**src/rtl/boot_pkg.sv**
```systemverilog
// Shared types and constants for the instruction-BRAM boot loader.
//   boot_state_e : loader state (HDR, LOAD, RUN, ERR)
//   WORD_STRB    : byte-enable pattern for a full 32-bit word write
//   BYTE_IDX_W   : width of the byte-within-word counter
package boot_pkg;

    typedef enum logic [1:0] {
        HDR  = 2'd0,    // collecting the 4-byte big-endian word count
        LOAD = 2'd1,    // collecting program bytes and writing words
        RUN  = 2'd2,    // core owns BRAM port A
        ERR  = 2'd3     // bad word count; wait for reload/rst
    } boot_state_e;

    localparam logic [3:0] WORD_STRB  = 4'b1111;
    localparam int         BYTE_IDX_W = 2;

endpackage

```
**src/rtl/boot_byte_packer.sv**
```systemverilog
// Packs a UART byte stream into big-endian 32-bit words.
//   clk, rst     : clock, synchronous active-high reset
//   clear        : drop any partial word and restart at byte 0
//   rx_data      : incoming byte
//   rx_valid     : byte strobe (already gated by the caller)
//   word         : assembled word, valid only while word_valid is high
//   word_valid   : high in the cycle the 4th byte of a word is presented
// word/word_valid are combinational from the 4th byte so the caller can
// register its write on the same edge that samples that byte.
module boot_byte_packer
    import boot_pkg::*;
(
    input  logic        clk,
    input  logic        rst,
    input  logic        clear,
    input  logic [7:0]  rx_data,
    input  logic        rx_valid,
    output logic [31:0] word,
    output logic        word_valid
);

    logic [BYTE_IDX_W-1:0] idx_q, idx_d;
    logic [23:0]           shift_q, shift_d;

    always_comb begin
        idx_d   = idx_q;
        shift_d = shift_q;
        if (clear) begin
            idx_d = '0;
        end else if (rx_valid) begin
            // Counter wraps 3 -> 0, so the next byte starts a new word.
            idx_d   = idx_q + 1'b1;
            shift_d = {shift_q[15:0], rx_data};
        end
    end

    always_ff @(posedge clk) begin
        if (rst) begin
            idx_q   <= '0;
            shift_q <= '0;
        end else begin
            idx_q   <= idx_d;
            shift_q <= shift_d;
        end
    end

    assign word       = {shift_q, rx_data};
    assign word_valid = rx_valid && !clear && (idx_q == {BYTE_IDX_W{1'b1}});

endmodule

```
**src/rtl/boot_controller.sv**
```systemverilog
// Boot loader: streams a length-prefixed program from the UART into
// instruction BRAM port A, then hands the port to the core and releases
// the core from reset.
//   BASE_ADDR, DEPTH_WORDS : first program byte address, BRAM capacity
//   clk, rst               : clock, synchronous active-high reset
//   rx_data, rx_valid      : UART byte stream
//   reload                 : restart loading from any state
//   core_addr, core_en     : core fetch request (used only in RUN)
//   inst_addra/dina/wea/ena: BRAM port A
//   core_rst               : reset to core, low only in RUN
//   loading, done, err     : status (HDR/LOAD, RUN, ERR)
module boot_controller
    import boot_pkg::*;
#(
    parameter logic [31:0] BASE_ADDR   = 32'h0,
    parameter logic [31:0] DEPTH_WORDS = 32'd16384
) (
    input  logic        clk,
    input  logic        rst,
    input  logic [7:0]  rx_data,
    input  logic        rx_valid,
    input  logic        reload,
    input  logic [31:0] core_addr,
    input  logic        core_en,
    output logic [31:0] inst_addra,
    output logic [31:0] inst_dina,
    output logic [3:0]  inst_wea,
    output logic        inst_ena,
    output logic        core_rst,
    output logic        loading,
    output logic        done,
    output logic        err
);

    boot_state_e state_q, state_d;
    logic [31:0] remaining_q, remaining_d;
    logic [31:0] wr_addr_q, wr_addr_d;
    logic [31:0] addra_q, addra_d;
    logic [31:0] dina_q, dina_d;
    logic [3:0]  wea_q, wea_d;
    logic        ena_q, ena_d;

    logic        accept;
    logic [31:0] word;
    logic        word_valid;

    // Bytes are consumed in HDR and in LOAD until the last word is written.
    // After the last write LOAD lingers one cycle (remaining==0) so the
    // write is still on the port; bytes in that cycle are not program data.
    assign accept = (state_q == HDR) || ((state_q == LOAD) && (remaining_q != 32'd0));

    boot_byte_packer u_packer (
        .clk        (clk),
        .rst        (rst),
        .clear      (reload),
        .rx_data    (rx_data),
        .rx_valid   (rx_valid && accept),
        .word       (word),
        .word_valid (word_valid)
    );

    always_comb begin
        state_d     = state_q;
        remaining_d = remaining_q;
        wr_addr_d   = wr_addr_q;
        addra_d     = addra_q;
        dina_d      = dina_q;
        wea_d       = '0;
        ena_d       = 1'b0;
        if (reload) begin
            state_d   = HDR;
            wr_addr_d = BASE_ADDR;
        end else begin
            unique case (state_q)
                HDR: begin
                    if (word_valid) begin
                        if ((word == 32'd0) || (word > DEPTH_WORDS)) begin
                            state_d = ERR;
                        end else begin
                            state_d     = LOAD;
                            remaining_d = word;
                            wr_addr_d   = BASE_ADDR;
                        end
                    end
                end
                LOAD: begin
                    if (remaining_q == 32'd0) begin
                        state_d = RUN;
                    end else if (word_valid) begin
                        addra_d     = wr_addr_q;
                        dina_d      = word;
                        wea_d       = WORD_STRB;
                        ena_d       = 1'b1;
                        wr_addr_d   = wr_addr_q + 32'd4;
                        remaining_d = remaining_q - 32'd1;
                    end
                end
                RUN, ERR: begin
                end
                default: state_d = HDR;
            endcase
        end
    end

    always_ff @(posedge clk) begin
        if (rst) begin
            state_q     <= HDR;
            remaining_q <= '0;
            wr_addr_q   <= BASE_ADDR;
            addra_q     <= '0;
            dina_q      <= '0;
            wea_q       <= '0;
            ena_q       <= 1'b0;
        end else begin
            state_q     <= state_d;
            remaining_q <= remaining_d;
            wr_addr_q   <= wr_addr_d;
            addra_q     <= addra_d;
            dina_q      <= dina_d;
            wea_q       <= wea_d;
            ena_q       <= ena_d;
        end
    end

    // Port A: combinational pass-through from the core in RUN, registered
    // loader values otherwise.
    always_comb begin
        inst_addra = addra_q;
        inst_dina  = dina_q;
        inst_wea   = wea_q;
        inst_ena   = ena_q;
        if (state_q == RUN) begin
            inst_addra = core_addr;
            inst_dina  = '0;
            inst_wea   = '0;
            inst_ena   = core_en;
        end
    end

    assign core_rst = (state_q != RUN);
    assign loading  = (state_q == HDR) || (state_q == LOAD);
    assign done     = (state_q == RUN);
    assign err      = (state_q == ERR);

endmodule

```
**config.mk**
```make
export PLATFORM = sky130hd
export DESIGN_NAME = boot_controller
export DESIGN_NICKNAME = d
export VERILOG_FILES = /design/src/rtl/boot_pkg.sv /design/src/rtl/boot_byte_packer.sv /design/src/rtl/boot_controller.sv
export SDC_FILE = /design/constraint.sdc
export NUM_CORES = 1
export LEC_CHECK = 0
export ABC_AREA = 1
export CORE_MARGIN = 8
export CORE_UTILIZATION = 30
export DETAILED_ROUTE_END_ITERATION = 8
export GPL_ROUTABILITY_DRIVEN = 0
export PLACE_DENSITY = 0.59
export SYNTH_ARGS = -nofsm -noshare
export SYNTH_HDL_FRONTEND = slang
export SYNTH_SLANG_ARGS = --single-unit
export TNS_END_PERCENT = 50
```
**constraint.sdc**
```tcl
create_clock -name clk -period 2.05 [get_ports clk]
set_clock_uncertainty 0.1 [all_clocks]
set_input_delay 0.205 -clock clk [delete_from_list [all_inputs] [get_ports clk]]
set_output_delay 0.205 -clock clk [all_outputs]
set_load 0.03 [all_outputs]
```
# [Word-level counts from Yosys, hierarchy flattened]
# Cells that the tools add are included.
[word_totals] ff_bits=161 output_inout_bits=73 elab_cells=66 in_bits=45
[op_classes] bitwise_logic=3 muxes=20 n_eq_ne=10 n_addsub=3 magnitude_cmp=1 n_reduce_logical=20
[ops] cell="$mux W32" count=10
[ops] cell="$pmux W32 S2" count=2
[ops] cell="$logic_not A32 Y1" count=2
[ops] cell="$add A32 B3 Y32 const B" count=1
[ops] cell="$gt A32 B15 Y1 const B" count=1
[ops] cell="$reduce_bool A32 Y1" count=1
[ops] cell="$sub A32 B1 Y32 const B" count=1
[ops] cell="$mux W4" count=2
[ops] cell="$eq A2 B2 Y1 const B" count=3
[ops] cell="$mux W2" count=3
[ops] cell="$ne A2 B1 Y1 const B" count=3
[ops] cell="$ne A2 B2 Y1 const B" count=3
[ops] cell="$reduce_and A6 Y1" count=1
[ops] cell="$reduce_and A5 Y1" count=1
[ops] cell="$logic_and A1 B1 Y1" count=4
[ops] cell="$pmux W2 S2" count=1
[ops] cell="$reduce_and A4 Y1" count=1
[ops] cell="$reduce_or A4 Y1" count=1
[ops] cell="$logic_or A1 B1 Y1" count=3
[ops] cell="$not A1 Y1" count=3
[ops] cell="$reduce_and A3 Y1" count=1
[ops] cell="$add A2 B1 Y2 const B" count=1
[ops] cell="$eq A2 B1 Y1 const B" count=1
[ops] cell="$logic_not A2 Y1" count=1
[ops] cell="5 further kinds" count=6

# [Logic depth before layout (Yosys ltp)]
[depth] depth_word=9 mapped_depth=15 mapped_depth_nobuf=13

# [Modules after synthesis]
# From an unflattened synthesis, not the netlist that was laid out.
[unflattened] cells_unflattened=1411 hier_area_um2=8579.5
[modules_own_cells] mod="boot_controller" instances=1 cells_each=1236 seq_area_each_um2=2542.4 area_per_inst_um2=7390.8
[modules_own_cells] mod="boot_byte_packer" instances=1 cells_each=175 seq_area_each_um2=520.5 area_per_inst_um2=1188.6

# [Worst setup path before layout]
# No wires, ideal clock.
[synth_path] kind="register -> output" startpoint="register state_q[1]" endpoint="output port inst_dina[22]" path_buffers=2 path_stages_with_launch=6 setup_slack_ns=0.090 required_time_ns=1.745 arrival_ns=1.655 path_cell_list="dfxtp_1 -> inv_1 -> nor2_1 -> clkbuf_1 -> buf_1 -> nor2_1"
[synth_between] elab_chain_cells=2
[synth_rtl] item="from (decl)" line="boot_controller.sv:35" rtl="boot_state_e state_q, state_d;"
[synth_rtl] item="from (signal assigned)" line="boot_controller.sv:115" rtl="state_q <= state_d;"
[synth_rtl] item="$eq A2 B2 Y1"
[synth_rtl] item="via done" line="boot_controller.sv:31" rtl="output logic done,"
[synth_rtl] item="$mux W32" line="boot_controller.sv:132" rtl="if (state_q == RUN) begin"
[synth_rtl] item="to (decl)" line="boot_controller.sv:26" rtl="output logic [31:0] inst_dina,"
# The timed path passes the listed nets, and every way through them passes these cells.

# [Final worst setup path]
[layout_path] startpoint="register u_packer.shift_q[23]" endpoint="register wr_addr_q[5]"
[layout_between] elab_chain_cells=4 word_cells_on_any_way=5 classes_between="order compare (1); eq/ne (1); reduce/logical (3)"
[layout_rtl] item="from (decl)" line="boot_byte_packer.sv:23" rtl="logic [23:0] shift_q, shift_d;"
[layout_rtl] item="from (signal assigned)" line="boot_byte_packer.sv:43" rtl="shift_q <= shift_d;"
[layout_rtl] item="$gt A32 B15 Y1 or $logic_not A32 Y1 (tied branches)" line="boot_controller.sv:77" rtl="if ((word == 32'd0) || (word > DEPTH_WORDS)) begin"
[layout_rtl] item="$logic_or A1 B1 Y1 *" line="boot_controller.sv:77"
[layout_rtl] item="$ne A2 B2 Y1 (no line) *"
[layout_rtl] item="$reduce_and A5 Y1 (no line) *"
[layout_rtl] item="to (signal assigned)" line="boot_controller.sv:117" rtl="wr_addr_q <= wr_addr_d;"
[layout_rtl] item="to (decl)" line="boot_controller.sv:37" rtl="logic [31:0] wr_addr_q, wr_addr_d;"
# Every way passes the cells marked *; elsewhere a longest branch is shown, timed or not.
# A chain may end at the register's enable or synchronous reset.

==> results.md <==
- Status: finished with violations
- Violated checks: negative setup slack
- Starting density of the core: 30.5%
- Initial antenna violation count: 0
- CTS H-tree depth: 4
- Reg clk slew, reported paths: 70 ps
- Power Total: 6710 uW
- Vias/cell: 4.81
- GR Overflow Total: 0
- Syn avg cell area: 6.15 um2
- DRT antenna net count: 0
- Setup TNS: -30.9 ps
- Register area share after synthesis: 36.0%
- Iter 0 DRT Violations: 735
- Layout cell share with drive strength beyond 1: 25.5%
- Drt drc: 0
- Net Count, Synth: 1432
- Cells after DPL: 1945
- Total count of max-transition violations in the final report: 0
- Largest net degree at the start of global routing: 68
- Post-synthesis cell count: 1383
- First-pass GRT wire length: 45100 um
- Max Clk Rate: 0.484 GHz
- DR WL/cell: 15.4 um
- CTS Sinks: 153
- Die area: 34000 um2
- WL final: 31000 um
- Final setup viols: 5
- Ys Warns: 0
- Post-synth EDFFs: 0
- Crit start category: flop
- Pre-Repair DR Iteration Count: 5
- Port buffer count: 117
- Core region area: 27900 um2
- Worst Hold Class: primary input to flop
- Prevailing post-synth register cell: dfxtp_1
- Library cells used by synthesis: 37
- Row count: 61
- Ant. Diodes: 0
- CTS tree: built
- Final hold vios: 0
- Lkg Pwr: 0.00562 uW
- Net count reported at finish: 1669
- Worst EP arrival: 2290 ps
- Top Ports: 118
- CP Capture Type: flop
- Cell area after layout: 12500 um2
- DR vias: 9667
- Die X-Extent: 184 um
- Core Util, Final: 45.0%
- Kind of critical path: flop to flop
- Max-Cap Viols: 0
- Max rail drop VDD: 0.379 mV
- Async set-reset flop share out of synthesis: 0%
- Post-Syn Area: 8500 um2
- Worst slew margin: 65.8%
- Vias in the first global route: 8877
- RSZ-0062 raised after global routing: true
- CTS max path bufs: 2
- Least-Margin Pin Slew: 513 ps
- Area after DPL: 10900 um2
- CTS Root Cell: clkbuf_16
- Clock latency on the worst-skew pair: 430 ps
- Post-route clock period utilization: 101%
- Setup WS post-layout: -15.0 ps
- Detailed placer's ending HPWL: 19700 um
- Total Routing Usage GR: 16.3%
- CP Max Fanout: 17
- Cts bufs inserted: 17
- Die height: 184 um
- Fin crit period: 2070 ps
- PD cells: 535 nW/um2
- Number of synthesized register bits: 153
- Area Overhead vs Synth: 47.5%
- Worst endpoint required time: 2270 ps
- Post-Layout Cell Count: 2011
- Cts hold-fix bufs: 0
## worst max-delay path, cell delays in order, from the launching register on
cell     delay [ps]
dfxtp_2         320
inv_2            50
nand2_2          50
nor3_2          180
nand2_1          70
nor2_1          100
buf_4           150
nand3_4         110
a21oi_4         190
nand3_4         130
buf_4           180
buf_12          140
a21oi_1         120
nor2_1           50
## timing repair
item / in CTS / in global routing
gates resized for setup: 125 / 263
setup buffers: 3 / 13
pin swaps: 3 / 26
endpoints found under the setup margin: 150 / 210
cloned: 1 / 19
## layout make-up
class | count | area, um2
timing repair buffer | 295 | 2840
clock inverter | 15 | 164
fill | 2864 | 15300
sequential | 153 | 3080
inverter | 178 | 668
tap | 378 | 473
clock buffer | 17 | 425
multi-input combinational | 975 | 4890
## power by group
group | internal (uW) | total [uW] | switching, uW
registers | 3010 | 3020 | 18.7
logic | 225 | 466 | 242
clock network | 1820 | 3220 | 1400
total | 5050 | 6710 | 1660
## registers in the layout, summed over array words and instances, names as in the netlist
| signal | cells |
|---|---|
| dina_q | 32 |
| remaining_q | 32 |
| addra_q | 30 |
| wr_addr_q | 30 |
| u_packer.shift_q | 24 |
| state_q | 2 |
| u_packer.idx_q | 2 |
| wea_q | 1 |
## final timing paths
path,depth (start not counted),to,startpoint,slack (ps)
hold / removal,3,u_packer.shift_q[6],rx_data[6],340
setup reg to reg,13,wr_addr_q[5],u_packer.shift_q[23],-20
hold reg to reg,1,u_packer.idx_q[0],u_packer.idx_q[0],370
setup / recovery,13,wr_addr_q[5],u_packer.shift_q[23],-20
## per-stage QoR
| stage | hold WS [ps] | setup WS (ps) |
|---|---|---|
| after floorplan | 174 | 89.8 |
| after global placement | 344 | -346 |
| after detailed placement | 354 | -412 |
| after CTS | 327 | -53.8 |
| after global routing | 349 | -144 |
| final | 345 | -15.0 |
## layout by cell type, fill, tap and decap left out, types with 20 or more instances in the layout
cell type / synthesis / layout
nand2_1: 341 / 322
inv_1: 177 / 169
a21oi_2: 0 / 20
nor2_1: 220 / 188
nand3_1: 42 / 41
o21ai_2: 1 / 40
nand4_1: 52 / 52
clkbuf_16: 0 / 32
dfxtp_1: 153 / 143
o21ai_1: 18 / 22
nor2_2: 5 / 27
buf_4: 6 / 147
o21ai_0: 107 / 63
a21oi_1: 123 / 102
clkdlybuf4s50_1: 0 / 44
## layer usage
| metal | wire [um] | global-route usage (%) |
|---|---|---|
| met1 | 14500 | 22.0 |
| met2 | 14200 | 25.9 |
| met3 | 1680 | 3.33 |
| met4 | 649 | 4.74 |
| met5 | 0 | 0 |
## kinds of logic (layout without fill, tap and decap cells)
group,Yosys count,after routing,synth area share (%)
flops,153,153,36.0
fa+ha+maj,4,4,0.589
simple gates,699,699,34.2
buf+inv,255,505,12.3
xor+xnor,13,13,1.34
compound gates,259,259,15.5
## synth_stat cells, types with 2 or more instances
library cell,count,area share [%]
clkbuf_1,30,1.3
nor3_1,21,1.2
o21ai_0,107,6.3
nand3b_1,3,0.26
nand3_1,42,2.5
buf_4,6,0.53
nor2_1,220,9.7
dfxtp_1,153,36
or2_2,3,0.22
nand4_1,52,3.8
inv_1,177,7.8
buf_6,5,0.66
o22ai_1,2,0.15
nand2_1,341,15
nor2_2,5,0.37
buf_1,13,0.57
buf_2,23,1.4
nor4_1,4,0.29
ha_1,4,0.59
o21ai_1,18,1.1
a21oi_1,123,7.2
xor2_1,13,1.3
o211ai_1,3,0.26
a31oi_1,2,0.15
(Power assumes the default switching activity.)
